File: src/rtl/press_pulser_pkg.sv
// Shared types and defaults for the player pushbutton front end.
package press_pkg;

  typedef enum logic [1:0] {
    IDLE    = 2'd0,
    ARM     = 2'd1,
    PRESSED = 2'd2,
    DROP    = 2'd3
  } press_state_e;

  localparam int DEBOUNCE_DEFAULT = 4;

endpackage

File: src/rtl/press_pulser_sync2.sv
// Two-flop synchronizer for asynchronous board inputs.
module sync2 #(
  parameter logic RST_VAL = 1'b1
) (
  input  logic clk,
  input  logic rst_n,
  input  logic async_i,
  output logic sync_o
);

  logic [1:0] chain_d;
  logic [1:0] chain_q;

  // next value of the shift chain
  always_comb begin
    chain_d = {chain_q[0], async_i};
  end

  // synchronizer flops, reset to the inactive input level
  always_ff @(posedge clk or negedge rst_n) begin
    if (!rst_n) begin
      chain_q <= {RST_VAL, RST_VAL};
    end else begin
      chain_q <= chain_d;
    end
  end

  assign sync_o = chain_q[1];

endmodule

File: src/rtl/press_pulser.sv
// Debounced single-pulse press generator for one player key, with a wrapping press counter.
module press_pulser
  import press_pkg::*;
#(
  parameter int DEBOUNCE_CYCLES = DEBOUNCE_DEFAULT,
  parameter int CNT_W           = 8
) (
  input  logic             clk,
  input  logic             reset,
  input  logic             lose,
  input  logic             key_n,
  output logic             press,
  output logic             held,
  output logic [CNT_W-1:0] press_count
);

  localparam int CW = $clog2(DEBOUNCE_CYCLES + 1);
  localparam logic [CW-1:0] DCNT_ZERO = {CW{1'b0}};
  localparam logic [CW-1:0] DCNT_ONE  = CW'(1);
  localparam logic [CW-1:0] DCNT_LAST = CW'(DEBOUNCE_CYCLES);
  localparam logic [CNT_W-1:0] CNT_ONE = CNT_W'(1);
  localparam logic ONE_SHOT = (DEBOUNCE_CYCLES == 32'sd1);

  logic             key_sync_s;
  logic             pressed_s;
  logic             accept_s;
  logic [CW-1:0]    dcnt_inc_s;

  press_state_e     state_d, state_q;
  logic [CW-1:0]    dcnt_d, dcnt_q;
  logic             press_d, press_q;
  logic             held_d, held_q;
  logic [CNT_W-1:0] count_d, count_q;

  sync2 #(
    .RST_VAL (1'b1)
  ) u_sync (
    .clk     (clk),
    .rst_n   (reset),
    .async_i (key_n),
    .sync_o  (key_sync_s)
  );

  assign pressed_s  = ~key_sync_s;
  assign dcnt_inc_s = dcnt_q + DCNT_ONE;

  // debounce FSM: a level is accepted only after DEBOUNCE_CYCLES identical samples
  always_comb begin
    state_d  = state_q;
    dcnt_d   = dcnt_q;
    accept_s = 1'b0;
    case (state_q)
      IDLE: begin
        if (pressed_s) begin
          if (ONE_SHOT) begin
            state_d  = PRESSED;
            dcnt_d   = DCNT_ZERO;
            accept_s = 1'b1;
          end else begin
            state_d = ARM;
            dcnt_d  = DCNT_ONE;
          end
        end else begin
          state_d = IDLE;
        end
      end
      ARM: begin
        if (pressed_s) begin
          if (dcnt_inc_s == DCNT_LAST) begin
            state_d  = PRESSED;
            dcnt_d   = DCNT_ZERO;
            accept_s = 1'b1;
          end else begin
            dcnt_d = dcnt_inc_s;
          end
        end else begin
          state_d = IDLE;
          dcnt_d  = DCNT_ZERO;
        end
      end
      PRESSED: begin
        if (!pressed_s) begin
          if (ONE_SHOT) begin
            state_d = IDLE;
            dcnt_d  = DCNT_ZERO;
          end else begin
            state_d = DROP;
            dcnt_d  = DCNT_ONE;
          end
        end else begin
          state_d = PRESSED;
        end
      end
      DROP: begin
        if (!pressed_s) begin
          if (dcnt_inc_s == DCNT_LAST) begin
            state_d = IDLE;
            dcnt_d  = DCNT_ZERO;
          end else begin
            dcnt_d = dcnt_inc_s;
          end
        end else begin
          // release bounce: back to held without a new pulse
          state_d = PRESSED;
          dcnt_d  = DCNT_ZERO;
        end
      end
      default: begin
        state_d = IDLE;
        dcnt_d  = DCNT_ZERO;
      end
    endcase
  end

  // output stage: lose masks the pulse and counter but not the debounced level
  always_comb begin
    press_d = accept_s & ~lose;
    held_d  = (state_d == PRESSED) || (state_d == DROP);
    if (press_d) begin
      count_d = count_q + CNT_ONE;
    end else begin
      count_d = count_q;
    end
  end

  // state, debounce counter and output registers
  always_ff @(posedge clk or negedge reset) begin
    if (!reset) begin
      state_q <= IDLE;
      dcnt_q  <= DCNT_ZERO;
      press_q <= 1'b0;
      held_q  <= 1'b0;
      count_q <= {CNT_W{1'b0}};
    end else begin
      state_q <= state_d;
      dcnt_q  <= dcnt_d;
      press_q <= press_d;
      held_q  <= held_d;
      count_q <= count_d;
    end
  end

  assign press       = press_q;
  assign held        = held_q;
  assign press_count = count_q;

endmodule
File: config.mk
export PLATFORM = sky130hd
export DESIGN_NAME = press_pulser
export DESIGN_NICKNAME = d
export VERILOG_FILES = /design/src/rtl/press_pulser_pkg.sv /design/src/rtl/press_pulser_sync2.sv /design/src/rtl/press_pulser.sv
export SDC_FILE = /design/constraint.sdc
export NUM_CORES = 1
export LEC_CHECK = 0
export CAP_MARGIN = 20
export CORE_MARGIN = 1.5
export CORE_UTILIZATION = 51
export CTS_BUF_LIST = sky130_fd_sc_hd__clkbuf_16
export DETAILED_ROUTE_END_ITERATION = 8
export PLACE_DENSITY = 0.82
export SLEW_MARGIN = 20
export SYNTH_ARGS = -nofsm -noshare
export SYNTH_HDL_FRONTEND = slang
export SYNTH_HIERARCHICAL = 1
export SYNTH_SLANG_ARGS = --single-unit
File: constraint.sdc
create_clock -name clk -period 4.9 [get_ports clk]
set_clock_uncertainty 0.2 [all_clocks]
set_input_delay 1.225 -clock clk [delete_from_list [all_inputs] [get_ports clk]]
set_output_delay 1.225 -clock clk [all_outputs]
set_load 0.005 [all_outputs]
**Yosys cells after proc, flatten, opt, wreduce, memory -nomap -nowiden**

Index checks and enable logic that the tools add are counted.

- Register bits: 17
- Word-level logic and storage cells: 37
- Output and inout port bits: 10
- Bits of input ports: 4

- Bitwise operators: 2
- Eq/ne operators: 8
- Reduce and logical (&&, ||, !) cells: 3
- Mux-type cells: 16
- $add $sub $neg: 2

Operators with widths:

| kind | count |
|---|---|
| $mux W3 | 5 |
| $pmux W3 S4 | 1 |
| $add A8 B1 Y8 const B | 1 |
| $eq A2 B2 Y1 const B | 4 |
| $mux W2 | 4 |
| $pmux W2 S4 | 1 |
| $mux W1 | 5 |
| $add A3 B1 Y3 const B | 1 |
| $eq A3 B3 Y1 const B | 1 |
| $eq A2 B1 Y1 const B | 1 |
| $logic_not A2 Y1 | 1 |
| $ne A2 B1 Y1 const B | 1 |
| $ne A2 B2 Y1 const B | 1 |
| $reduce_and A2 Y1 | 1 |
| $and A1 B1 Y1 | 1 |
| $logic_or A1 B1 Y1 | 1 |
| $not A1 Y1 | 1 |

**Logic depth before layout (Yosys ltp)**

Gate-level depths: netlist of run 1.

- Depth after elaboration: 7
- Depth in mapped cells: 6

**By module**

Netlist of run 1, hierarchy kept.

Modules (own cells, without submodules):

| module | area each (um2) | seq. area each (um2) | times used | cells each |
|---|---|---|---|---|
| press_pulser | 629.4 | 350.3 | 1 | 51 |
| sync2 | 52.6 | 52.6 | 1 | 2 |

**Least setup slack after synthesis of run 1**

Ideal clock, no wire load.

- Kind: in2reg
- From: in lose
- To: reg count_q[1] (netlist: press_count[1])
- Cell stages on the path: 4
- Setup slack: 2.602 ns
- Library setup time: 0.125 ns
- Data required time: 4.575 ns
- Arrival time: 1.974 ns
- Cell sequence: nor3_1 and4_1 buf_6 mux2_2

- Word-level cells in the longest chain between the ends: 2

RTL lines:

| what | RTL line | source |
|---|---|---|
| from (decl) | press_pulser.sv:10 | `input logic lose,` |
| $not A1 Y1 | press_pulser.sv:117 | `press_d = accept_s & ~lose;` |
| $and A1 B1 Y1 | press_pulser.sv:117 |  |
| net press_d | press_pulser.sv:31 | `logic press_d, press_q;` |
| to (signal assigned) | press_pulser.sv:133 | `count_q <= {CNT_W{1'b0}};` |
| to (signal assigned) | press_pulser.sv:139 | `count_q <= count_d;` |
| to (decl) | press_pulser.sv:33 | `logic [CNT_W-1:0] count_d, count_q;` |

The timed path passes the listed nets, and every way through them passes these cells.
A chain may end at the register's enable or synchronous reset.

**Worst setup path in the final report of run 1**

- From: reg count_q[2] (netlist: press_count[2])
- To: out press_count[2]

RTL lines:

| what | RTL line | source |
|---|---|---|
| to (decl) | press_pulser.sv:14 | `output logic [CNT_W-1:0] press_count` |

No word-level cell between the ends.

==> impl_metrics.toml, run 1 <==
[worst_setup_path]
crit_type = "reg -> out"
path_depth = 1
cp.arrival_ns = 1.30
crit_buf_inv = 1
worstSetupEndpointType = "output port"
crit_fanout = 7
slowest_stage = "clkdlybuf4s50_1"
critPathMaxStageDelay_ns = 0.58
crit_chain = "clkdlybuf4s50_1"
reg2reg_from = "dcnt_q[0]"
r2r_slack_ns = 2.90
crit_family = "buffers and inverters"
cp-startpoint = "press_count[2]"
worstRegToRegCells = 4
cp-endpoint = "press_count[2]"
start_kind = "flop"
cp.required_ns = 3.47
r2r_end = "press_count[1]"

[power_and_ir_drop]
sw_frac_of_total = 0.2560
pwr_density_cell_nw_per_um2 = 442.6
clock_power_share = 0.395
total_power_mw = 0.3971
peakVddDrop_uv = 333.6
p_switching_mw = 0.1017
comb_power_share = 0.164
sequentialPowerShare = 0.440
intPower_mw = 0.2954
p_leak_nw = 0.4078

[drt]
wl_um = 1247
ant_nets = 0
drt_iter0_drc = 7
drc = 0
drt_pass1_iterations = 3
num_vias = 472
wl_per_cell_um = 15.02
vias_per_cell = 5.687

[synth]
yosysTopAreaCell = "dfrtp_1"
syn_area_sq_um = 681.9
synth.most_common_cell = "dfrtp_1"
syn_area_per_cell_sq_um = 12.87
synth.area.top_cells = "dfrtp_1 51%, dfstp_2 7.7%, xnor2_1 7.7%, ha_1 5.5%, and4_1 3.9%"
seq_area_frac_synth = 0.5908
synth_top_cell_area_share = 0.5138
synth_cell_types = 19
synth_flop_cell = "dfrtp_1"
synth_common_cells = "14 x dfrtp_1, 6 x xnor2_1"
ys_ff_latch = 16
synth_async_sr_flop_share = 1.000
yosys_warnings = 6
synth_fp_nets = 60
netlist_instances = 53
synth_edf_count = 0

[clocking]
clock-sinks = 16
cts_root_buffer = "clkbuf_16"
ctsResizeCount = 0
cts_tree = "built"
cts_htree_levels = 1
clock_path_buffers = 2
postCtsSetupRepairBufs = 0
numCtsBuffers = 3
clk_latency_ns = 0.24
clk_pin_slew_ns = 0.05
postCtsHoldBufs = 0

[sta]
fin_ws_ns = 2.177
maxClockFrequency_ghz = 0.3673
finalHoldViolCount = 0
worst_slew_pin_slew_ns = 0.6870
setup_viol = 0
whs_ns = 0.1552
min_period_ns = 2.723
slew_viol_final = 0
min_period_over_period = 0.5557
setup_tns_ns = 0
grt_setup_unrepaired = "no"
maxSlewHeadroom = 0.5406

[global_route]
antenna_found_initial = 0
track_usage = 0.2140
grt_max_degree = 17
grt_pass1_wl_um = 2063
globalRouteOverflowTotal = 0
first_global_vias = 463

[cells_and_area]
multi_input_area_sq_um = 267.8
fin_area_sq_um = 897.1
diodes = 0
area.growth.synth_to_final_pct = 31.56
fillerInstances = 77
final_cells = 83
drive_above_1_share = 0.1159
fin_nets = 77
finalCoreUtilization = 0.7660
regArea_sq_um = 402.9

[worst_hold_path]
min_path_type = "reg -> reg"
hp-start = "u_sync/chain_q[0]"

[die]
placementRows = 12
fp.dieW_um = 39.57
io_pins = 14
core_area_sq_um = 1171
initial_core_util = 0.5823
dieArea_sq_um = 1565
fp.dieH_um = 39.57

[placement]
place.gp.congestion = 0.7125
port_buffers = 13
place_area_sq_um = 818.3
hpwl_um = 826.7
dp.cells = 79
dp_slack_ns = 2.027

[run]
maxCapViolations = 0

[status]
status = "completed"
==> cell type report <==
class	instances	share of cell area
well taps	14	0.01953
clock inverters	1	0.004184
repair buffers	13	0.1450
flip-flops and latches	16	0.4491
multi-input cells	36	0.2985
clock buffers	3	0.08368
==> registers in the layout (all words and copies together) (netlist names) <==
register,count
state_q,1
press_count,8
u_sync/chain_q,2
held,1
dcnt_q,3
press,1
==> per-layer routing <==
layer,vias up,share of wire,global-route usage
li1,220,-,-
met1,234,0.42,0.2435
met2,14,0.52,0.3566
met3,4,0.043,0.06818
met4,0,0.014,0.1034
met5,-,0,0
==> cells by family after synthesis <==
| family | count (synthesis) | synth area share |
|---|---|---|
| buffers and inverters | 1 | 0.01651 |
| AND/OR/NAND/NOR | 19 | 0.1633 |
| multiplexers | 2 | 0.03303 |
| adder cells (fa/ha/maj) | 3 | 0.05505 |
| flip-flops | 16 | 0.5908 |
| XOR/XNOR | 9 | 0.1156 |
| AO/OA/AOI/OAI | 3 | 0.02568 |
==> power groups by stage <==
| stage | clock network (mW) | registers (mW) | logic [mW] |
|---|---|---|---|
| floorplan | 0 | 0.172 | 0.0392 |
| global route | 0.167 | 0.177 | 0.0751 |
| global placement | 0 | 0.175 | 0.0605 |
| CTS | 0.159 | 0.175 | 0.0659 |
| detailed placement | 0 | 0.177 | 0.0648 |
| finish | 0.157 | 0.175 | 0.0653 |
==> worst min path at each step <==
| stage | to | depth (start not counted) |
|---|---|---|
| floorplan | u_sync/chain_q[1] | 0 |
| global placement | u_sync/chain_q[1] | 0 |
| detailed placement | u_sync/chain_q[1] | 0 |
| CTS | u_sync/chain_q[1] | 0 |
| global route | u_sync/chain_q[1] | 0 |
| finish | u_sync/chain_q[1] | 0 |
==> cell usage in the layout, fill, tap and decap left out <==
master	instances
nor2_1	3
xor2_1	3
clkinv_1	1
o21ai_0	1
and4_1	3
nor3_1	1
dfrtp_1	14
nand3b_1	2
xnor2_1	6
nand4_1	3
nand2_1	3
ha_1	3
clkdlybuf4s50_1	13
and2_1	1
nand3_1	2
a21oi_1	1
dfstp_2	2
o31ai_1	1
clkbuf_16	3
and3_2	1
mux2_2	2
Note: power is estimated with default switching activity, not from simulation.
==> inputs of run 2 (changes only) <==
Settings changed: CORE_UTILIZATION 51 to 43, PLACE_DENSITY 0.82 to 0.74.
Clock period 4.9 ns to 2.4 ns, I/O delays scaled along.
==> run 2 against run 1 <==
Compared with the run above:
- combinational power grew 100%
- die area increased by 17%
- cell count grew 4.8%
- register-to-register slack worse by 2.4 ns
- first-iteration DRC count is 14% higher
- critical path depth stayed put
- largest cell class unchanged
- largest power group unchanged
==> impl_metrics.toml, run 2 (synthesis gave the netlist of run 1 again) <==
[cells_and_area]
largest_register_ffs = 8
fin_nets = 79
layout.cells.most_common = "dfrtp_1"
drive_above_1_share = 0.1408
fin_area_sq_um = 914.6
final_cell_mix = "14 x dfrtp_1, 13 x clkdlybuf4s50_1, 6 x xnor2_1"
area.growth.synth_to_final_pct = 34.13
finalCoreUtilization = 0.6143
diodes = 0
final_cells = 87
fillerInstances = 118

[worst_setup_path]
crit_family = "buffers and inverters"
slowest_stage = "clkdlybuf4s50_1"
worstRegToRegCells = 6
crit_buf_inv = 1
crit_fanout = 7
cp.required_ns = 1.60
critPathMaxStageDelay_ns = 0.55
start_kind = "flop"
worstSetupEndpointType = "output port"
crit_type = "reg -> out"
crit_chain = "clkdlybuf4s50_1"
reg2reg_from = "dcnt_q[0]"
cp.arrival_ns = 1.26
cp-startpoint = "press_count[2]"
r2r_slack_ns = 0.45
r2r_end = "press_count[7]"

[worst_hold_path]
holdPathStages = 0
hp-start = "u_sync/chain_q[0]"
whs_endpoint = "u_sync/chain_q[1]"
min_path_type = "reg -> reg"

[power_and_ir_drop]
comb_power_share = 0.165
sequentialPowerShare = 0.443
pwr_density_cell_nw_per_um2 = 880.4
p_switching_mw = 0.1999
sw_frac_of_total = 0.2483
peakVddDrop_uv = 862.3
p_leak_nw = 0.4181
clock_power_share = 0.393
intPower_mw = 0.6053
total_power_mw = 0.8052

[clocking]
clock_path_buffers = 2
postCtsHoldBufs = 0
cts_tree = "built"
clk_pin_slew_ns = 0.05
ctsResizeCount = 0
clock-sinks = 16
numCtsBuffers = 3
cts_root_buffer = "clkbuf_16"
postCtsSetupRepairBufs = 0
clk_latency_ns = 0.24
cts_htree_levels = 1

[sta]
min_period_ns = 2.058
grt_setup_unrepaired = "no"
setup_tns_ns = 0
setup_viol = 0
min_period_over_period = 0.8573
finalHoldViolCount = 0
slew_viol_final = 0
maxSlewHeadroom = 0.7296
worst_slew_pin_slew_ns = 0.4042
maxClockFrequency_ghz = 0.4860
whs_ns = 0.1540
fin_ws_ns = 0.3424

[drt]
wl_um = 1164
ant_nets = 0
vias_per_cell = 5.115
drt_iter0_drc = 8
wl_per_cell_um = 13.38
drc = 0
drt_pass1_iterations = 4
num_vias = 445

[die]
core_area_sq_um = 1489
fp.dieW_um = 42.82
dieArea_sq_um = 1834
io_pins = 14
fp.dieH_um = 42.82
initial_core_util = 0.4580
placementRows = 14

[global_route]
grt.met2_usage = 0.2152
grt_max_degree = 17
globalRouteOverflowTotal = 0
grt_util_met1 = 0.1950
grt_most_used_layer = "met2"
antenna_found_initial = 0
track_usage = 0.1535
first_global_vias = 411
grt_pass1_wl_um = 1938
grtUsageMet3 = 0.07660

[placement]
dp.cells = 83
hpwl_um = 783.6
dp_slack_ns = 0.1955
place_area_sq_um = 835.8
port_buffers = 13
place.gp.congestion = 0.7590

[run]
maxCapViolations = 0

[status]
status = "completed"
## run 2: cell types whose count changed in the layout (fill, tap and decap cells not counted)
| cell | before | now |
|---|---|---|
| buf_4 | 0 | 2 |
## run 2: cell type report
type / count / area, sq um / share of cell area
sequential: 16 / 402.9 / 0.4405
clock buffer: 3 / 75.07 / 0.08208
tap: 16 / 20.02 / 0.02189
clock inverter: 1 / 3.754 / 0.004104
timing repair buffer: 15 / 145.1 / 0.1587
multi-input combinational: 36 / 267.8 / 0.2927
## run 2: how the worst max path moves through the flow
| stage | endpoint | slack, ns | depth (start not counted) |
|---|---|---|---|
| detailed placement | press_count[7] | 0.20 | 6 |
| floorplan | press_count[1] | 0.65 | 5 |
| CTS | press_count[2] | 0.35 | 1 |
| global route | press_count[2] | 0.29 | 1 |
| global placement | press_count[7] | 0.23 | 6 |
| finish | press_count[2] | 0.34 | 1 |
## run 2: worst reg2reg max path: cells and delay by family (launching register included)
| family | cells | cell delay [ns] |
|---|---|---|
| simple gates | 2 | 0.46 |
| xor+xnor | 2 | 0.39 |
| buf+inv | 1 | 0.17 |
| flops | 1 | 0.41 |
| fa+ha+maj | 1 | 0.22 |
## run 2: power groups by stage
| stage | Combinational (mW) | Sequential [mW] | Clock, mW |
|---|---|---|---|
| after CTS | 0.134 | 0.355 | 0.323 |
| after floorplan | 0.0800 | 0.351 | 0 |
| after global routing | 0.149 | 0.362 | 0.342 |
| after detailed placement | 0.132 | 0.359 | 0 |
| final | 0.133 | 0.356 | 0.316 |
| after global placement | 0.126 | 0.356 | 0 |
## run 2: metal layers
| layer | wire length, um | share of wire | vias up |
|---|---|---|---|
| met1 | 551 | 0.47 | 210 |
| met5 | 0 | 0 | - |
| met3 | 46 | 0.040 | 2 |
| li1 | - | - | 226 |
| met2 | 557 | 0.48 | 7 |
| met4 | 9 | 0.0077 | 0 |
